--- config.mk ---
export PLATFORM = sky130hd
export DESIGN_NAME = addr_dispatch
export DESIGN_NICKNAME = d
export VERILOG_FILES = /design/src/rtl/addr_dispatch_pkg.sv /design/src/rtl/addr_dispatch_sat_counter.sv /design/src/rtl/addr_dispatch.sv
export SDC_FILE = /design/constraint.sdc
export NUM_CORES = 1
export LEC_CHECK = 0
export BUFFER_PORTS_ARGS = -buffer_cell sky130_fd_sc_hd__clkbuf_2
export CAP_MARGIN = 20
export CORE_AREA = 10 10 122 97
export DETAILED_ROUTE_END_ITERATION = 16
export DIE_AREA = 0 0 132 107
export HOLD_SLACK_MARGIN = 0.15
export PLACE_DENSITY = 0.83
export SYNTH_ARGS = -nofsm -noshare
export SYNTH_HDL_FRONTEND = slang
export SYNTH_SLANG_ARGS = --single-unit
--- constraint.sdc ---
create_clock -name clk -period 5.8 [get_ports clk]
set_clock_uncertainty 0.15 [all_clocks]
set_input_delay 1.16 -clock clk [delete_from_list [all_inputs] [get_ports clk]]
set_output_delay 1.16 -clock clk [all_outputs]
set_load 0.005 [all_outputs]
--- src/rtl/addr_dispatch_pkg.sv ---
// Shared types and constants for the FIFO read-side dispatcher:
// FSM state encoding, port geometry and the port-select decode helper.
package addr_dispatch_pkg;

    localparam int N_PORTS = 4;
    localparam int SEL_W   = 2;

    typedef enum logic [2:0] {
        IDLE  = 3'd0,
        FETCH = 3'd1,
        CAPT  = 3'd2,
        OFFER = 3'd3,
        STALL = 3'd4
    } state_e;

    function automatic logic [N_PORTS-1:0] sel_onehot(input logic [SEL_W-1:0] sel);
        logic [N_PORTS-1:0] one;
        one = {{(N_PORTS-1){1'b0}}, 1'b1};
        return one << sel;
    endfunction

endpackage

--- src/rtl/addr_dispatch_sat_counter.sv ---
// Saturating up-counter used for the per-port delivered-word statistics.
// Holds at all-ones instead of wrapping; synchronous active-high clear.
module sat_counter #(
    parameter int CNT_W = 16
) (
    input  logic             clk,
    input  logic             rst,
    input  logic             inc,
    output logic [CNT_W-1:0] q
);

    logic [CNT_W-1:0] q_q;
    logic [CNT_W-1:0] q_d;

    // Next count: step once per accepted word unless already at the ceiling
    always_comb begin
        q_d = q_q;
        if (inc && (q_q != {CNT_W{1'b1}})) begin
            q_d = q_q + {{(CNT_W-1){1'b0}}, 1'b1};
        end else begin
            q_d = q_q;
        end
    end

    // Count register with synchronous clear
    always_ff @(posedge clk) begin
        if (rst) begin
            q_q <= {CNT_W{1'b0}};
        end else begin
            q_q <= q_d;
        end
    end

    assign q = q_q;

endmodule

--- src/rtl/addr_dispatch.sv ---
// Pulls words from the address-decoder FIFO, routes each burst to the port named
// by its header's destination field and counts delivered words per port.
module addr_dispatch
    import addr_dispatch_pkg::*;
#(
    parameter int W_WIDTH  = 32,
    parameter int ADDR_LSB = 30,
    parameter int CNT_W    = 16
) (
    input  logic                     clk,
    input  logic                     rst,
    input  logic                     en,
    output logic                     fifo_en,
    output logic                     fifo_rd_en,
    input  logic [W_WIDTH-1:0]       fifo_data,
    input  logic                     fifo_empty,
    input  logic                     fifo_last,
    output logic [W_WIDTH-1:0]       port_data,
    output logic [N_PORTS-1:0]       port_valid,
    input  logic [N_PORTS-1:0]       port_ready,
    output logic                     burst_done,
    output logic [N_PORTS*CNT_W-1:0] cnt_flat
);

    state_e               state_q, state_d;
    logic [SEL_W-1:0]     sel_q, sel_d;
    logic                 lock_q, lock_d;
    logic                 is_last_q, is_last_d;
    logic [W_WIDTH-1:0]   data_q, data_d;
    logic [N_PORTS-1:0]   valid_q, valid_d;
    logic                 rd_en_q, rd_en_d;
    logic                 done_q, done_d;

    logic                 can_fetch_s;
    logic                 transfer_s;
    logic [N_PORTS-1:0]   inc_s;

    assign can_fetch_s = en && !fifo_empty;
    assign transfer_s  = (state_q == OFFER) && port_ready[sel_q];

    // Next-state and datapath decisions; outputs are registered from the *_d values
    always_comb begin
        state_d   = state_q;
        sel_d     = sel_q;
        lock_d    = lock_q;
        is_last_d = is_last_q;
        data_d    = data_q;
        done_d    = 1'b0;

        case (state_q)
            IDLE: begin
                lock_d = 1'b0;
                if (can_fetch_s) begin
                    state_d = FETCH;
                end else begin
                    state_d = IDLE;
                end
            end
            FETCH: begin
                is_last_d = fifo_last;
                state_d   = CAPT;
            end
            CAPT: begin
                data_d = fifo_data;
                // Only the first word of a burst picks the port; body words follow the lock
                if (!lock_q) begin
                    sel_d  = fifo_data[ADDR_LSB +: SEL_W];
                    lock_d = 1'b1;
                end else begin
                    sel_d  = sel_q;
                end
                state_d = OFFER;
            end
            OFFER: begin
                if (transfer_s) begin
                    if (is_last_q) begin
                        done_d  = 1'b1;
                        lock_d  = 1'b0;
                        state_d = IDLE;
                    end else if (can_fetch_s) begin
                        state_d = FETCH;
                    end else begin
                        state_d = STALL;
                    end
                end else begin
                    state_d = OFFER;
                end
            end
            STALL: begin
                if (can_fetch_s) begin
                    state_d = FETCH;
                end else begin
                    state_d = STALL;
                end
            end
            default: begin
                lock_d  = 1'b0;
                state_d = IDLE;
            end
        endcase

        rd_en_d = (state_d == FETCH);
        if (state_d == OFFER) begin
            valid_d = sel_onehot(sel_d);
        end else begin
            valid_d = {N_PORTS{1'b0}};
        end
    end

    // State and output registers; reset discards any in-flight word
    always_ff @(posedge clk) begin
        if (rst) begin
            state_q   <= IDLE;
            sel_q     <= {SEL_W{1'b0}};
            lock_q    <= 1'b0;
            is_last_q <= 1'b0;
            data_q    <= {W_WIDTH{1'b0}};
            valid_q   <= {N_PORTS{1'b0}};
            rd_en_q   <= 1'b0;
            done_q    <= 1'b0;
        end else begin
            state_q   <= state_d;
            sel_q     <= sel_d;
            lock_q    <= lock_d;
            is_last_q <= is_last_d;
            data_q    <= data_d;
            valid_q   <= valid_d;
            rd_en_q   <= rd_en_d;
            done_q    <= done_d;
        end
    end

    for (genvar p = 0; p < N_PORTS; p++) begin : g_cnt
        assign inc_s[p] = transfer_s && (sel_q == SEL_W'(p));

        sat_counter #(
            .CNT_W (CNT_W)
        ) u_cnt (
            .clk (clk),
            .rst (rst),
            .inc (inc_s[p]),
            .q   (cnt_flat[p*CNT_W +: CNT_W])
        );
    end

    assign fifo_en    = en;
    assign fifo_rd_en = rd_en_q;
    assign port_data  = data_q;
    assign port_valid = valid_q;
    assign burst_done = done_q;

endmodule

==> results.toml, run 1 <==
[global_route]
grt_max_degree = 65
grt_pass1_wl_um = 23400
antenna_found_initial = 0
grt_pass1_vias = 4717
grt_usage_pct = 19.3
grt_overflow = 0

[drt]
ant_nets = 0
maxUsedRoutingLayer = "met4"
dr.first_iter.drc_count = 370
avgViaCountPerCell = 5.84
route.layer.met1.wl_um = 6040
wl_met3_um = 870
drc = 0
wl_met2_um = 7130
drt_first_pass_iters = 5
routed_wl_um = 14200
wl_per_cell_um = 16.6
vias = 4981

[synth]
synthCells = 592
synth.avg_cell_area_um2 = 8.72
async_flop_share_pct = 0
synth_top_area_share_pct = 42.3
seq_area_frac_synth_pct = 42.3
ys_warn_count = 0
syn-num-nets = 637
ys_types = 54
synth_seq_cells = 109
ys.flop_type = "dfxtp_1"
synth.area.top_cells = "dfxtp_1 42%, a21oi_1 7.8%, nand2_1 6.5%"
synth_top_cell_by_area = "dfxtp_1"
syn_area_um2 = 5160
synth_edf_count = 0

[clock_tree]
cts_tree = "yes"
cts.repair.resized = 0
root_buffer = "clkbuf_16"
cts_hold_buf = 0
cts.sinks = 109
htree_num_levels = 3
clk_pin_slew_worst_paths_ns = 0.07
clkLatencyLatePin_ns = 0.34
cts_max_path_buffers = 2
cts_setup_buffers = 0
cts_buffers = 9

[sta]
maxSlewViolCount = 0
fin_tns_setup_ns = 0
final_hold_viol_count = 0
min_period_over_period_pct = 45.8
max_slew_margin_pct = 48.8
rsz0062_at_grt = "no"
finalCriticalPeriod_ns = 2.66
fmax_ghz = 0.376
setup_violations = 0
worst_pin_slew_ns = 0.765

[layout]
diodes = 0
fin_cells = 853
final_layout_size_suffix_gt1_share_pct = 27.5
nets = 761
syn2layout_area_growth_pct = 20.2
fin_area_um2 = 6200

[min_path]
holdPathStages = 2
hold_path.startpoint = "port_data[12]$_SDFFE_PP0N_"
min_path_type = "register to register"
worstHoldEndpoint = "port_data[12]$_SDFFE_PP0N_"

[setup_path]
cp_max_fo = 2
crit_buf_inv = 2
critPathCaptureType = "output pin"
rr_worst_depth = 4
worstSetupPathType = "input port to output pin"
r2r_end = "g_cnt[3].u_cnt.q[11]$_SDFFE_PP0P_"
startpoint_type = "input port"
cp.required_ns = 4.49
cp_common_cell = "clkbuf_2"
crit_family = "buffers and inverters"
critPathArrivalTime_ns = 1.35
slowest_delay_ns = 0.10
r2r_start = "state_q[0]$_SDFF_PP0_"
rrSetupSlack_ns = 3.39
path_cells = "clkbuf_2 -> clkbuf_2"
slowest_stage = "clkbuf_2"

[placement]
place_hpwl_um = 10500
gp_congestion = 0.810
portBuffers = 143
placed_area_um2 = 5910
dpl.cell_count = 836

[pwr]
p_leak_uw = 0.00241
p_per_area_nw_per_um2 = 243
worst_ir_drop_vdd_mv = 0.161

[floorplan]
std_cell_rows = 31
initial_core_util_pct = 54.7
core-area_um2 = 9430
io_pins = 144
die_w_um = 132
die-height_um = 107
die_area_um2 = 14100

[outcome]
status = "complete, no violations"

[run]
cap_violations = 0
==> per-layer routing <==
| metal | track usage, % | vias up |
|---|---|---|
| li1 | - | 2467 |
| met1 | 23.7 | 2348 |
| met2 | 33.1 | 153 |
| met3 | 5.32 | 13 |
| met4 | 4.52 | 0 |
| met5 | 0 | - |
==> layout make-up <==
class,instances,area [um^2]
clock buffer,11,243
fill,823,3220
tap,132,165
timing repair buffer,146,746
sequential,109,2180
multi-input combinational,442,2790
clock inverter,5,50.0
inverter,8,30.0
==> registers in the layout (all words and copies together) (netlist names) <==
| name | count |
|---|---|
| lock_q | 1 |
| is_last_q | 1 |
| burst_done | 1 |
| fifo_rd_en | 1 |
| g_cnt.u_cnt.q | 64 |
| state_q | 3 |
| port_valid | 4 |
| port_data | 32 |
| sel_q | 2 |
==> power breakdown <==
group          switching, uW  total (uW)  internal [uW]
Clock                    263         607            344
Combinational           71.8         118           46.4
Sequential              16.3         786            769
Total                    351        1510           1160
==> cell usage in the layout, fill, tap and decap left out, types with 3 or more instances in the layout <==
| cell | count |
|---|---|
| a211oi_1 | 4 |
| a21oi_1 | 80 |
| and2_1 | 4 |
| and3_1 | 7 |
| and4_1 | 13 |
| clkbuf_16 | 9 |
| clkbuf_2 | 142 |
| clkinv_2 | 4 |
| dfxtp_1 | 109 |
| ha_1 | 4 |
| inv_1 | 8 |
| mux2_2 | 13 |
| mux2i_1 | 4 |
| nand2_1 | 90 |
| nand3_1 | 24 |
| nand4_1 | 12 |
| nand4_2 | 5 |
| nand4_4 | 3 |
| nor2_1 | 22 |
| nor2b_1 | 14 |
| nor3_1 | 5 |
| nor4b_1 | 6 |
| o21ai_0 | 15 |
| o311a_1 | 3 |
| o311ai_0 | 3 |
| o31ai_1 | 29 |
| o41ai_1 | 5 |
| or3_1 | 11 |
| or3b_2 | 3 |
| or4_1 | 30 |
==> cell usage after synthesis, types with 6 or more instances <==
library cell / count
dfxtp_1: 109
nand2_1: 90
a21oi_1: 80
or4_1: 30
o31ai_1: 29
nand3_1: 24
nor2_1: 23
clkbuf_1: 21
o21ai_0: 15
nor2b_1: 14
and4_1: 13
mux2_2: 13
nand4_1: 12
or3_1: 11
inv_1: 8
and3_1: 7
buf_2: 6
nor4b_1: 6
==> kinds of logic (layout without fill, tap and decap cells) <==
| group | count (synthesis) | count (layout) | synth area share [%] |
|---|---|---|---|
| DFF | 109 | 109 | 42.3 |
| and+or+nand+nor | 273 | 273 | 31.7 |
| buffers and inverters | 41 | 170 | 3.71 |
| muxes | 18 | 18 | 4.12 |
| AOI/OAI and AO/OA | 147 | 147 | 17.2 |
| adders and majority gates | 4 | 4 | 0.970 |
==> metrics by stage <==
step,utilization (%),hold WS [ns],worst slack (ns),total power [uW]
CTS,65.8,0.305,3.14,1520
global route,65.8,0.324,3.11,1570
finish,65.8,0.304,3.14,1510
detailed placement,62.7,0.296,2.91,921
floorplan,-,0.303,3.22,870
global placement,62.5,0.292,2.96,914
==> worst max path at each step <==
stage | slack, ns | depth (start not counted) | to | start
detailed placement | 2.91 | 4 | port_valid[0]$_SDFF_PP0_ | rst
global placement | 2.96 | 4 | port_valid[0]$_SDFF_PP0_ | rst
finish | 3.14 | 2 | fifo_en | en
floorplan | 3.22 | 1 | fifo_en | en
CTS | 3.14 | 2 | fifo_en | en
global route | 3.11 | 4 | port_valid[0]$_SDFF_PP0_ | rst
(Power assumes the default switching activity.)
==> inputs of run 2 (changes only) <==
- ABC_AREA: default -> 1
- CORE_AREA: 10 10 122 97 -> 10 10 131 103
- DIE_AREA: 0 0 132 107 -> 0 0 141 113
- PLACE_DENSITY: 0.83 -> 0.78
- clock period: 5.8 -> 2.7 ns (I/O delays scaled with it)
==> run 2 against run 1 <==
Effect of this change: area after synthesis rose by 9.4%; via count increased by 11%; count of clock-buffer cells in the layout shrank 1; highest routed layer unchanged; global-route usage shrank 0.82 points.
==> results.toml, run 2 <==
[clock_tree]
cts_hold_buf = 0
cts_setup_buffers = 0
clkLatencyLatePin_ns = 0.35
htree_num_levels = 3
cts.repair.resized = 0
cts_buffers = 9
cts_max_path_buffers = 2
cts.sinks = 109
clk_pin_slew_worst_paths_ns = 0.08
root_buffer = "clkbuf_16"
cts_tree = "yes"

[sta]
maxSlewViolCount = 0
rsz0062_at_grt = "no"
fin_tns_setup_ns = 0
finalCriticalPeriod_ns = 1.92
setup_violations = 0
whs_ns = 0.286
max_slew_margin_pct = 66.4
fmax_ghz = 0.521
final_hold_viol_count = 0
worst_pin_slew_ns = 0.503
min_period_over_period_pct = 71.0

[global_route]
grt_max_degree = 45
grt_usage_pct = 18.5
grt_overflow = 0
grt_pass1_wl_um = 25300
grtUsageMet3_pct = 7.52
grt_busiest_layer = "met2"
grt_pass1_vias = 5053
grt_use_met1_pct = 24.6
globalRouteMet2Util_pct = 27.3
antenna_found_initial = 0

[floorplan]
io_pins = 144
die_area_um2 = 15900
std_cell_rows = 33
die-height_um = 113
core-area_um2 = 10800
die_w_um = 141
initial_core_util_pct = 52.2

[layout]
final_layout_size_suffix_gt1_share_pct = 22.2
syn2layout_area_growth_pct = 18.4
fin_cells = 1088
nets = 988
final_common_cell = "nand2_1"
largest_reg_flops = 64
diodes = 0
final_core_util_pct = 61.8
layout_common_cells = "258 x nand2_1, 142 x clkbuf_2, 109 x dfxtp_1, 91 x nor2_1, 88 x a21oi_1"

[setup_path]
cp.required_ns = 2.79
critPathArrivalTime_ns = 2.01
cp_max_fo = 15
rrSetupSlack_ns = 0.78
r2r_end = "g_cnt[1].u_cnt.q[1]$_SDFFE_PP0P_"
r2r_start = "sel_q[0]$_SDFF_PP0_"
worstSetupPathType = "register to register"
rr_worst_depth = 5
critPathCaptureType = "register"
startpoint_type = "register"

[min_path]
min_path_type = "input port to register"
hold_path.startpoint = "fifo_data[8]"
worstHoldEndpoint = "port_data[8]$_SDFFE_PP0N_"
holdPathStages = 3

[synth]
synth_common_cells = "258 x nand2_1, 109 x dfxtp_1, 91 x nor2_1"
syn_area_um2 = 5640
syn-num-nets = 860
ys.flop_type = "dfxtp_1"
synth_top_cell_by_area = "dfxtp_1"
ys_types = 29
ys_warn_count = 0
synthCells = 815
synth.area.top_cells = "dfxtp_1 39%, nand2_1 17%, a21oi_1 7.8%"
synth.most_common_cell = "nand2_1"
synth_top_area_share_pct = 38.7
synth.avg_cell_area_um2 = 6.93
synth_seq_cells = 109
async_flop_share_pct = 0
seq_area_frac_synth_pct = 38.7
synth_edf_count = 0

[placement]
dpl.cell_count = 1072
portBuffers = 143
gp_congestion = 0.904
place_hpwl_um = 11200

[drt]
routed_wl_um = 15000
drc = 0
ant_nets = 0
drt_first_pass_iters = 5
vias = 5552
wl_per_cell_um = 13.8
avgViaCountPerCell = 5.10
dr.first_iter.drc_count = 384

[outcome]
status = "complete, no violations"

[pwr]
worst_ir_drop_vdd_mv = 0.451
p_leak_uw = 0.00257
p_per_area_nw_per_um2 = 478

[run]
cap_violations = 0
run 2: worst max path at each step:
stage                                          start                               end  slack (ns)
global placement                       port_ready[3]  g_cnt[1].u_cnt.q[1]$_SDFFE_PP0P_        0.81
finish                           sel_q[0]$_SDFF_PP0_  g_cnt[1].u_cnt.q[1]$_SDFFE_PP0P_        0.78
global route                   state_q[2]$_SDFF_PP0_          port_valid[0]$_SDFF_PP0_        0.58
CTS                            state_q[2]$_SDFF_PP0_          port_valid[0]$_SDFF_PP0_        0.80
floorplan           g_cnt[1].u_cnt.q[0]$_SDFFE_PP0P_  g_cnt[1].u_cnt.q[1]$_SDFFE_PP0P_        0.98
detailed placement                     port_ready[3]  g_cnt[1].u_cnt.q[1]$_SDFFE_PP0P_        0.79
run 2: critical path: stages (launching register included):
cell and delay [ns]:
dfxtp_1 0.55, clkinv_2 0.19, nor2_1 0.22, nand4_2 0.37, o21ai_0 0.27, nor2_1 0.06
run 2: per-layer routing:
metal / routed length, um / vias to the layer above / part of all wire, %
met4: 131 / 0 / 0.87
li1: - / 2868 / -
met1: 6900 / 2497 / 46
met2: 6460 / 176 / 43
met3: 1550 / 11 / 10
met5: 0 / - / 0
run 2: kinds of logic (layout without fill, tap and decap cells):
kind of cell,count (synthesis),in the layout,synth area share (%)
AO/OA/AOI/OAI,107,107,9.86
XOR/XNOR,44,44,6.83
flip-flops,109,109,38.7
buffers and inverters,81,214,6.43
adder cells (fa/ha/maj),4,4,0.887
AND/OR/NAND/NOR,470,470,37.3
run 2: through the flow:
step / cell area (um^2) / power, uW / setup slack, ns
final: 6690 / 3190 / 0.782
after floorplan: 5640 / 1860 / 0.978
after global placement: 6400 / 1960 / 0.812
after CTS: 6690 / 3230 / 0.798
after global routing: 6690 / 3340 / 0.578
after detailed placement: 6400 / 1970 / 0.789
run 2: report_power, final:
part           leakage [uW]  internal [uW]  switching, uW
clock network      0.000132            656            609
registers          0.000880           1650           27.9
logic               0.00156           93.6            159
total               0.00257           2400            796
run 2: area by class of cell:
cell class	count	area, um^2
Timing Repair Buffer	148	756
Tap cell	140	175
Sequential cell	109	2180
Multi-Input combinational cell	625	3100
Clock inverter	6	45.0
Fill cell	1041	4130
Clock buffer	10	239
Inverter	50	189
==> inputs of run 3 (changes only) <==
- ABC_AREA: 1 -> 0
- CORE_AREA: 10 10 131 103 -> 10 10 132 104
- DIE_AREA: 0 0 141 113 -> 0 0 142 114
- PLACE_DENSITY: 0.78 -> 0.75
- clock period: 2.7 -> 1.55 ns (I/O delays scaled with it)
==> run 3 against run 2 <==
Effect of this change: the flow now finishes with violations (setup timing); sequential share of layout area down 9.5 points; hold slack worse by 0.076 ns; worst setup slack lost 1.1 ns; largest cell class unchanged; critical path type unchanged; combinational power grew to 4.0 times the previous value; maximum frequency is 2.9% higher.
==> results.toml, run 3 (synthesized netlist as in run 1, its figures left out) <==
[setup_path]
crit_buf_inv = 2
r2r_end = "g_cnt[0].u_cnt.q[3]$_SDFFE_PP0P_"
r2r_start = "g_cnt[0].u_cnt.q[0]$_SDFFE_PP0P_"
rrSetupSlack_ns = -0.31
crit_family = "simple AND/OR/NAND/NOR gates"
worstSetupPathType = "register to register"
startpoint_type = "register"
cp.required_ns = 1.70
critPathCaptureType = "register"
slowest_delay_ns = 0.48
rr_worst_depth = 7
crit_cells = 7
slowest_stage = "or4_4"
path_cells = "ha_4 -> nand4_1 -> buf_4 -> nor4b_4 -> buf_6 -> or4_4 -> a21oi_2"
cp_max_fo = 5
cp-startpoint = "g_cnt[0].u_cnt.q[0]$_SDFFE_PP0P_"
critPathArrivalTime_ns = 2.01
crit_path_end = "g_cnt[0].u_cnt.q[3]$_SDFFE_PP0P_"

[sta]
max_slew_margin_pct = 75.0
final_hold_viol_count = 0
worst_pin_slew_ns = 0.371
min_period_over_period_pct = 120
worst_slack_ns = -0.314
maxSlewViolCount = 0
rsz0062_at_grt = "yes"
whs_ns = 0.211
finalCriticalPeriod_ns = 1.86
fmax_ghz = 0.537
setup_violations = 98

[pwr]
pwr-share-seq_pct = 46.8
worst_ir_drop_vdd_mv = 0.714
p_sw_share_pct = 28.5
p_sw_uw = 1780
p_leak_uw = 0.00406
combPwrFrac_pct = 16.0
p_per_area_nw_per_um2 = 645
intPower_uw = 4470
p_clk_share_pct = 37.2

[drt]
dr.first_iter.drc_count = 612
routed_wl_um = 24600
vias = 6770
ant_nets = 0
avgViaCountPerCell = 6.13
drt_first_pass_iters = 5
drc = 0
wl_per_cell_um = 22.3

[layout]
final_layout_size_suffix_gt1_share_pct = 63.7
nets = 1001
nFillCells = 550
fin_cells = 1105
syn2layout_area_growth_pct = 87.7
layout_common_cells = "154 x buf_4, 141 x clkbuf_2, 77 x dfxtp_1, 66 x nand2_1, 52 x a21oi_2"
largest_reg_flops = 64
final_common_cell = "buf_4"
diodes = 0

[global_route]
grt_pass1_vias = 6565
grt_max_degree = 39
grt_pass1_wl_um = 33500
grt_usage_pct = 25.0
grt_overflow = 0
antenna_found_initial = 0

[outcome]
status = "finished with violations"
violations = "setup timing"

[floorplan]
die-height_um = 114
initial_core_util_pct = 45.9
io_pins = 144
die_area_um2 = 16200
die_w_um = 142
std_cell_rows = 34
core-area_um2 = 11200

[placement]
place_ws_ns = -0.334
dpl.cell_count = 1000
place_hpwl_um = 12800
portBuffers = 143
gp_congestion = 0.848

[clock_tree]
clk_pin_slew_worst_paths_ns = 0.08
cts_tree = "yes"
cts_max_path_buffers = 2
htree_num_levels = 3
cts.sinks = 109
cts_buffers = 9
root_buffer = "clkbuf_16"
clkLatencyLatePin_ns = 0.36

[run]
cap_violations = 0

[min_path]
min_path_type = "input port to register"
==> run 3: cell count changes in the layout (fill, tap and decap cells not counted), moves of 16 or more <==
cell / before / now
a21oi_1: 88 / 26
a21oi_2: 5 / 52
buf_4: 6 / 154
buf_6: 0 / 40
dfxtp_1: 109 / 77
dfxtp_2: 0 / 24
dlygate4sd3_1: 0 / 35
inv_1: 42 / 7
nand2_1: 258 / 66
nand2_4: 1 / 17
nand3_1: 76 / 21
nor2_1: 91 / 19
or4_4: 0 / 19
xor2_1: 30 / 0
==> run 3: metal layers <==
metal / global-route usage (%) / routed length [um] / vias up
met4: 9.04 / 1280 / 0
met3: 5.56 / 1890 / 126
met5: 0 / 0 / -
met1: 28.9 / 9060 / 3270
met2: 44.1 / 12400 / 423
li1: - / - / 2951
==> run 3: per-stage QoR <==
stage	util (%)	total power (uW)	setup TNS, ns	cell area [um^2]
after floorplan	-	3290	-7.66	5440
after global routing	86.2	6410	-19.45	9690
final	86.2	6250	-15.49	9690
after global placement	65.1	3540	-9.82	7310
after detailed placement	65.1	3560	-13.36	7310
after CTS	78.5	6080	-12.19	8820
==> run 3: worst min-delay path by stage <==
stage | depth (start not counted) | slack [ns] | start | end
CTS | 3 | 0.22 | en | state_q[2]$_SDFF_PP0_
global placement | 2 | 0.29 | port_data[31]$_SDFFE_PP0N_ | port_data[31]$_SDFFE_PP0N_
finish | 3 | 0.21 | en | state_q[2]$_SDFF_PP0_
detailed placement | 2 | 0.30 | port_data[14]$_SDFFE_PP0N_ | port_data[14]$_SDFFE_PP0N_
floorplan | 2 | 0.30 | fifo_data[0] | port_data[0]$_SDFFE_PP0N_
global route | 3 | 0.20 | en | state_q[2]$_SDFF_PP0_
==> run 3: timing repair <==
action,in CTS,in global routing
gates cloned,7,1
setup endpoints to repair,97,110
pin swaps,67,77
hold endpoints to repair,38,0
hold buffers,35,0
setup buffers,31,22
resized for setup,124,182
==> run 3: area by class of cell <==
| cell class | count | area, um^2 | area share [%] |
|---|---|---|---|
| Inverter | 8 | 32.5 | 0.336 |
| Multi-Input combinational cell | 445 | 4000 | 41.3 |
| Sequential cell | 109 | 2240 | 23.1 |
| Clock inverter | 7 | 62.6 | 0.646 |
| Timing Repair Buffer | 383 | 2940 | 30.4 |
| Clock buffer | 9 | 225 | 2.33 |
| Tap cell | 144 | 180 | 1.86 |
==> run 3: worst min-delay path, cell delays in order <==
cell      delay (ns)
clkbuf_2        0.10
nor2b_1         0.16
a21oi_1         0.12
==> run 3: power by group through the flow <==
stage | clock [uW] | combinational [uW] | sequential (uW)
final | 2330 | 999 | 2920
after global routing | 2430 | 1050 | 2930
after global placement | 0 | 558 | 2980
after floorplan | 0 | 302 | 2990
after detailed placement | 0 | 578 | 2980
after CTS | 2320 | 844 | 2920
